### config.mk
export PLATFORM = sky130hd
export DESIGN_NAME = p_bit_cell_flat
export DESIGN_NICKNAME = d
export VERILOG_FILES = /design/src/rtl/p_bit_cell_if.sv /design/src/rtl/p_bit_cell.sv /design/src/flat_wrapper.sv
export SDC_FILE = /design/constraint.sdc
export NUM_CORES = 1
export LEC_CHECK = 0
export CORE_MARGIN = 3
export CORE_UTILIZATION = 30
export CTS_BUF_LIST = sky130_fd_sc_hd__clkbuf_8
export CTS_CLUSTER_SIZE = 25
export DETAILED_ROUTE_END_ITERATION = 8
export GPL_TIMING_DRIVEN = 0
export HOLD_SLACK_MARGIN = 0.06
export PLACE_DENSITY = 0.62
export RECOVER_POWER = 25
export SLEW_MARGIN = 20
export SYNTH_ARGS = -nofsm -noshare
export SYNTH_HDL_FRONTEND = slang
export SYNTH_SLANG_ARGS = --single-unit
export TNS_END_PERCENT = 100
### constraint.sdc
create_clock -name clk -period 2.6 [get_ports clk]
set_input_delay 0.52 -clock clk [delete_from_list [all_inputs] [get_ports clk]]
set_output_delay 0.52 -clock clk [all_outputs]
set_load 0.005 [all_outputs]
### src/rtl/p_bit_cell_if.sv
`default_nettype none
// ---------------------------------------------------------------------------
// p_bit_cell_if : sequencer/datapath-facing signal bundle of one p-bit cell
// Revision 1.0
// ---------------------------------------------------------------------------
interface p_bit_cell_if;
    logic               enable;
    logic signed [7:0]  I_i;
    logic        [31:0] seed;
    logic               m_i;
    logic signed [7:0]  rnd;

    modport master (output enable, I_i, seed, input m_i, rnd);
    modport slave  (input enable, I_i, seed, output m_i, rnd);
endinterface
`default_nettype wire

### src/rtl/p_bit_cell.sv
`default_nettype none
// ---------------------------------------------------------------------------
// p_bit_cell : probabilistic bit, tanh activation compared against xorshift32
// Revision 1.0
// ---------------------------------------------------------------------------
module p_bit_cell #(
    parameter logic [31:0] SEED_FALLBACK = 32'hDEADBEEF
) (
    input  wire logic       clk,
    input  wire logic       reset_n,
    p_bit_cell_if.slave     bus
);

    logic        [31:0] state;
    logic               m_reg;
    logic        [7:0]  idx;
    logic signed [7:0]  act;
    logic signed [7:0]  r;

    function automatic logic [31:0] xorshift32(input logic [31:0] x);
        logic [31:0] a;
        logic [31:0] b;
        a = x ^ (x << 13);
        b = a ^ (a >> 17);
        return b ^ (b << 5);
    endfunction

    assign idx = bus.I_i;
    assign r   = state[31:24];

    // round(128*tanh(I/8)); positive side saturates at 127 from I=21,
    // negative side reaches -128 from I=-25
    always_comb begin
        act = 8'sd0;
        case (idx)
            8'd0:   act =  8'sd0;
            8'd1:   act =  8'sd16;
            8'd2:   act =  8'sd31;
            8'd3:   act =  8'sd46;
            8'd4:   act =  8'sd59;
            8'd5:   act =  8'sd71;
            8'd6:   act =  8'sd81;
            8'd7:   act =  8'sd90;
            8'd8:   act =  8'sd97;
            8'd9:   act =  8'sd104;
            8'd10:  act =  8'sd109;
            8'd11:  act =  8'sd113;
            8'd12:  act =  8'sd116;
            8'd13:  act =  8'sd118;
            8'd14:  act =  8'sd120;
            8'd15:  act =  8'sd122;
            8'd16:  act =  8'sd123;
            8'd17:  act =  8'sd124;
            8'd18:  act =  8'sd125;
            8'd19:  act =  8'sd126;
            8'd20:  act =  8'sd126;
            8'd255: act = -8'sd16;
            8'd254: act = -8'sd31;
            8'd253: act = -8'sd46;
            8'd252: act = -8'sd59;
            8'd251: act = -8'sd71;
            8'd250: act = -8'sd81;
            8'd249: act = -8'sd90;
            8'd248: act = -8'sd97;
            8'd247: act = -8'sd104;
            8'd246: act = -8'sd109;
            8'd245: act = -8'sd113;
            8'd244: act = -8'sd116;
            8'd243: act = -8'sd118;
            8'd242: act = -8'sd120;
            8'd241: act = -8'sd122;
            8'd240: act = -8'sd123;
            8'd239: act = -8'sd124;
            8'd238: act = -8'sd125;
            8'd237: act = -8'sd126;
            8'd236: act = -8'sd126;
            8'd235: act = -8'sd127;
            8'd234: act = -8'sd127;
            8'd233: act = -8'sd127;
            8'd232: act = -8'sd127;
            default: act = idx[7] ? -8'sd128 : 8'sd127;
        endcase
    end

    always_ff @(posedge clk) begin
        if (reset_n) begin
            state <= (bus.seed == 32'd0) ? SEED_FALLBACK : bus.seed;
            m_reg <= 1'b0;
        end else if (bus.enable) begin
            m_reg <= (act > r);
            state <= xorshift32(state);
        end
    end

    assign bus.m_i = m_reg;
    assign bus.rnd = r;

endmodule
`default_nettype wire

### src/flat_wrapper.sv
// flat-port wrapper written by rule: the top's interface ports become plain ports
module p_bit_cell_flat 
#(
    parameter logic [31:0] SEED_FALLBACK = 32'hDEADBEEF
)
  (clk, reset_n, bus_enable, bus_I_i, bus_seed, bus_m_i, bus_rnd);
  p_bit_cell_if bus_i ();
  input  wire logic clk;
  input  wire logic reset_n;
  input wire logic [$bits(bus_i.enable)-1:0] bus_enable;
  input wire logic [$bits(bus_i.I_i)-1:0] bus_I_i;
  input wire logic [$bits(bus_i.seed)-1:0] bus_seed;
  output wire logic [$bits(bus_i.m_i)-1:0] bus_m_i;
  output wire logic [$bits(bus_i.rnd)-1:0] bus_rnd;
  assign bus_i.enable = bus_enable;
  assign bus_i.I_i = bus_I_i;
  assign bus_i.seed = bus_seed;
  assign bus_m_i = bus_i.m_i;
  assign bus_rnd = bus_i.rnd;
  p_bit_cell #(.SEED_FALLBACK(SEED_FALLBACK)) u_core (.clk(clk), .reset_n(reset_n), .bus(bus_i));
endmodule
==> impl_metrics.yaml, run 1 <==
clock_network:
  root_buffer: "clkbuf_8"
  cts_buffers: 5
  clkTransAtPathRegs_ns: 0.07
  cts_hold_buf: 0
  cts_tree: "done"
  cts_sinks: 33
  htree_levels: 2
  clock_latency_ns: 0.28
  cts_buffer_depth: 2
global_route:
  grt_pass1_wl_um: 12900
  grt_pass1_vias: 2588
  grt_usage: 0.155
  overflow: 0
  antenna_found_initial: 0
  grt_max_degree: 33
floorplanning:
  floorplan.initialDensity: 0.317
  dieArea_um2: 10600
  die_y_um: 103
  io_pins: 52
  die_width_um: 103
  core_um2: 8930
  rows: 34
yosys:
  yosysSeqAreaShare: 0.347
  synth-edff-count: 32
  ys_types: 50
  synthFlopType: "edfxtp_1"
  synthCells: 321
  async_flop_share: 0
  syn_area_um2: 2830
  avgSynthCellArea_um2: 8.81
  ys_seq_elements: 33
  syn-num-nets: 372
  yosys_warnings: 0
critical_path:
  crit_path_end_kind: "flip-flop"
  required_ns: 2.80
  cp_max_fo: 10
  cp-start-kind: "input port"
  arrival_ns: 2.88
  worstSetupPathType: "in2reg"
routing:
  drtIter0Drc: 145
  firstDrtPassIters: 5
  drcViolationCount: 0
  drt_wl_total_um: 8130
  wire_per_inst_um: 16.6
  vias: 2643
  vias_per_cell: 5.39
  ant_nets: 0
sta:
  fin_ws_ns: -0.0794
  finClkSkew_ns: 0.00577
  rsz0062_at_grt: "yes"
  setup-violations-final: 1
  max_slew_margin: 0.489
  worstMarginPinSlew_ns: 0.766
  hold_viol: 0
  tns_ns: -0.0794
  maxSlewViolCount: 0
  period_needed_ns: 2.68
  whs_ns: 0.621
  min_period_over_period: 1.03
  fmax_ghz: 0.373
placed_design:
  dpl-instance-area_um2: 3460
  dp_hpwl_um: 6240
  io_buffers: 48
  gp_congestion: 0.901
  pre_cts_ws_ns: -1.04
pwr:
  total_power_mw: 4.44
  leakage_nw: 1.31
  vdd_ir_drop_max_uv: 474
  power_density_nw_per_um2: 1220
final_layout:
  diodes: 0
  layout-drive-gt1-share: 0.131
  fillers: 926
  area_delta_synth_final_pct: 29.0
  fin_nets: 432
  fin_area_um2: 3650
run:
  drv_cap: 0
hold_path:
  min_path_type: "reg2reg"
outcome:
  violations: "setup timing"
  status: "complete, but fails checks"
## registers in the layout, indices dropped and copies added (netlist names)
name            flops
u_core.bus.m_i      1
u_core.state       32
## cell families after synthesis
| kind of cell | synth area share |
|---|---|
| simple gates | 0.170 |
| compound gates | 0.177 |
| xor+xnor | 0.195 |
| buf+inv | 0.0641 |
| flops | 0.347 |
| fa+ha+maj | 0.0354 |
| mux | 0.0119 |
## where the power goes
part / total (mW) / switching, mW / internal (mW)
clock: 0.373 / 0.192 / 0.180
combinational: 2.82 / 1.40 / 1.42
sequential: 1.24 / 0.222 / 1.02
## critical path, stage by stage
cell and delay (ns):
buf_8 0.12, or4b_4 0.56, buf_4 0.16, or3_4 0.35
a31oi_4 0.16, nor3_1 0.09, o32a_1 0.20, ha_1 0.18
nor2b_1 0.10, o21ai_1 0.06, a22o_1 0.19, a211oi_2 0.17
## stage by stage
stage,cells,util
finish,490,0.409
global route,490,0.409
CTS,490,0.405
detailed placement,477,0.388
global placement,477,0.388
floorplan,321,-
## cells in the final DEF, fill, tap and decap left out, types with 11 or more instances in the layout
| master | n |
|---|---|
| buf_4 | 13 |
| nand2_1 | 22 |
| clkdlybuf4s50_1 | 37 |
| a21oi_1 | 27 |
| o21ai_0 | 15 |
| nor2_1 | 31 |
| edfxtp_1 | 32 |
| xnor2_1 | 36 |
| inv_1 | 11 |
| xor2_1 | 27 |
## what timing repair did
action,CTS,global route
gates resized for setup,33,11
gates cloned,0,0
pin swaps,10,5
buffers inserted,6,0
setup endpoints to repair,11,11
## cell usage after synthesis, types with 2 or more instances
| master | count | area (um^2) |
|---|---|---|
| inv_1 | 11 | 41.3 |
| nand4_1 | 6 | 37.5 |
| o22a_1 | 4 | 35.0 |
| nand3_1 | 2 | 10.0 |
| o22ai_1 | 2 | 12.5 |
| mux2_2 | 3 | 33.8 |
| o32a_1 | 2 | 20.0 |
| nor3_1 | 5 | 25.0 |
| or3_1 | 2 | 12.5 |
| and3_1 | 2 | 12.5 |
| edfxtp_1 | 32 | 961 |
| nor2_1 | 32 | 120 |
| nor4_1 | 10 | 62.6 |
| a21o_1 | 2 | 15.0 |
| ha_1 | 8 | 100 |
| xnor2_1 | 36 | 315 |
| o32ai_1 | 3 | 26.3 |
| a21oi_1 | 29 | 145 |
| o21a_1 | 2 | 15.0 |
| buf_4 | 8 | 60.1 |
| nand2_1 | 22 | 82.6 |
| nor2b_1 | 5 | 31.3 |
| o211ai_1 | 4 | 30.0 |
| a31oi_1 | 6 | 37.5 |
| o21ai_0 | 16 | 80.1 |
| nand2b_1 | 2 | 12.5 |
| xor2_1 | 27 | 236 |
| clkbuf_1 | 16 | 60.1 |
## area by class of cell
type	count	area [um^2]	share of cell area
flip-flops and latches	33	981	0.269
clock inverters	3	12.5	0.00343
multi-input cells	250	1730	0.475
repair buffers	54	509	0.140
clock buffers	5	68.8	0.0189
well taps	108	135	0.0370
plain buffers	26	168	0.0459
inverters	11	41.3	0.0113
## worst paths after layout
| kind | slack (ns) | cells past startpoint | endpoint | from |
|---|---|---|---|---|
| worst max-delay path | -0.08 | 12 | u_core.bus.m_i | bus_I_i[7] |
| worst min-delay path | 0.62 | 2 | u_core.bus.m_i | u_core.bus.m_i |
| worst max register to register | 0.89 | 4 | u_core.state[7] | u_core.state[6] |
| worst min register to register | 0.62 | 2 | u_core.bus.m_i | u_core.bus.m_i |
## routing by layer
metal	part of all wire	vias to the layer above	wire length, um	GRT usage
li1	-	1279	-	-
met5	0	-	0	0
met1	0.44	1242	3540	0.205
met3	0.070	7	567	0.0237
met2	0.49	115	3950	0.267
met4	0.0087	0	71	0.0299
No activity file was read; power rests on OpenSTA's default activity.
==> run 2: changes to the inputs <==
Settings changed: CORE_UTILIZATION 30 to 49, PLACE_DENSITY 0.62 to 0.87.
==> run 2 against run 1 <==
Compared with the run above: the flow still finishes with violations (setup timing); clock power is 4% higher; die area is 37% lower; first-iteration DRC count is 28% higher; final cell count is 7.1% lower; sequential power hardly changed; register-to-register slack hardly changed; largest cell class unchanged; largest power group unchanged; critical endpoint unchanged; flip-flop and latch count stayed put; non-clock buffer count is 1 higher; clock skew hardly changed; combinational power is 2% higher.
==> impl_metrics.yaml, run 2 (synthesized netlist as in run 1, its figures left out) <==
outcome:
  status: "complete, but fails checks"
  violations: "setup timing"
sta:
  min_period_over_period: 1.01
  setup-violations-final: 1
  fmax_ghz: 0.381
  worstMarginPinSlew_ns: 0.788
  hold_viol: 0
  max_slew_margin: 0.475
  fin_ws_ns: -0.0259
  maxSlewViolCount: 0
  finClkSkew_ns: 0.00612
  period_needed_ns: 2.63
  rsz0062_at_grt: "yes"
pwr:
  vdd_ir_drop_max_uv: 850
  total_power_mw: 4.52
  swShare: 0.420
  leakage_nw: 1.33
  p_int_mw: 2.62
  p_seq_frac: 0.278
  power_density_nw_per_um2: 1250
  pwr-share-comb: 0.636
  p_sw_mw: 1.90
  clockPowerShare: 0.086
global_route:
  met1_usage: 0.292
  grtUsageMet3: 0.0351
  grt_pass1_wl_um: 12500
  use_met2: 0.435
  grt_pass1_vias: 2587
  overflow: 0
  grt_usage: 0.244
  antenna_found_initial: 0
  grt_max_degree: 33
  busiest_layer: "met2"
floorplanning:
  die_y_um: 82.0
  io_pins: 52
  dieArea_um2: 6720
  die_width_um: 82.0
  floorplan.initialDensity: 0.511
  rows: 27
  core_um2: 5540
placed_design:
  gp_congestion: 0.977
  dp_hpwl_um: 5920
  pre_cts_ws_ns: -1.02
  io_buffers: 48
critical_path:
  crit_path_end_kind: "flip-flop"
  cp_max_fo: 3
  cp-start-kind: "input port"
  worstSetupPathType: "in2reg"
  path_cells: "buf_12, or4b_4, buf_4, or3_1, a21oi_1, nor2_1, a21oi_2, ha_1, nor2b_1, o21ai_1, a22o_1, a211oi_2"
  arrival_ns: 2.78
  cp.buffers_inverters: 2
  required_ns: 2.76
  r2r_cells: 4
  critical_path_depth: 12
  max_stage_delay_ns: 0.55
  cp_top_family: "simple AND/OR/NAND/NOR gates"
  cp_slowest_cell: "or4b_4"
routing:
  vias: 2759
  drtIter0Drc: 186
  wire_per_inst_um: 17.4
  vias_per_cell: 6.06
  ant_nets: 0
  drcViolationCount: 0
  drt_wl_total_um: 7940
  firstDrtPassIters: 7
clock_network:
  htree_levels: 2
  clkTransAtPathRegs_ns: 0.07
  clock_latency_ns: 0.29
  cts_tree: "done"
  cts_sinks: 33
  cts_buffer_depth: 2
  cts_buffers: 5
  root_buffer: "clkbuf_8"
  cts_hold_buf: 0
final_layout:
  fillers: 456
  final_cell_mix: "xnor2_1 (36), clkdlybuf4s50_1 (34), edfxtp_1 (32)"
  area_delta_synth_final_pct: 28.0
  layout-drive-gt1-share: 0.138
  fin_nets: 433
  diodes: 0
  mostFrequentLayoutCell: "xnor2_1"
  top_register: "u_core.state"
  largest_reg_flops: 32
run:
  drv_cap: 0
hold_path:
  whs_path_depth: 2
  min_path_type: "reg2reg"
==> run 2: layout make-up <==
class	count	area (um^2)	share of cell area
Buffer	26	180	0.0498
Clock buffer	5	68.8	0.0190
Clock inverter	3	17.5	0.00484
Inverter	11	41.3	0.0114
Multi-Input combinational cell	250	1720	0.474
Sequential cell	33	981	0.271
Tap cell	72	90.1	0.0249
Timing Repair Buffer	55	527	0.145
==> run 2: what timing repair did <==
action / in CTS / in global routing
endpoints found under the setup margin: 2 / 3
gates resized for setup: 39 / 9
pin swaps: 10 / 2
buffers inserted: 7 / 0
==> run 2: metal layers <==
layer  routed length (um)  vias up
li1                     -     1277
met3                  653       24
met5                    0        -
met4                  201        0
met1                 3120     1276
met2                 3960      182
==> run 2: worst register-to-register path: stages, from the launching register on <==
cell      delay (ns)
edfxtp_1        0.44
xnor2_1         0.39
xor2_1          0.33
xnor2_1         0.19
a21oi_1         0.09
==> run 2: metrics by stage <==
| stage | hold slack (ns) | instance area (um^2) | instances | setup TNS (ns) | utilization |
|---|---|---|---|---|---|
| final | 0.597 | 3620 | 455 | -0.0259 | 0.654 |
| after floorplan | 0.535 | 2850 | 321 | -0.130 | - |
| after CTS | 0.604 | 3610 | 455 | -0.0476 | 0.652 |
| after detailed placement | 0.548 | 3420 | 441 | -4.18 | 0.617 |
| after global placement | 0.541 | 3420 | 441 | -4.06 | 0.617 |
| after global routing | 0.614 | 3620 | 455 | -0.125 | 0.654 |
==> run 2: worst paths after layout <==
path	start	endpoint	slack, ns
setup reg to reg	u_core.state[9]	u_core.state[10]	0.89
hold / removal	u_core.bus.m_i	u_core.bus.m_i	0.60
setup / recovery	bus_I_i[7]	u_core.bus.m_i	-0.03
hold reg to reg	u_core.bus.m_i	u_core.bus.m_i	0.60
==> run 2: power groups by stage <==
stage | registers [mW] | clock network [mW] | logic [mW]
3_5_place_dp | 1.27 | 0 | 2.79
4_1_cts | 1.26 | 0.383 | 2.87
5_1_grt | 1.29 | 0.404 | 3.12
3_3_place_gp | 1.25 | 0 | 2.70
2_1_floorplan | 1.20 | 0 | 2.18
6_report | 1.26 | 0.388 | 2.87
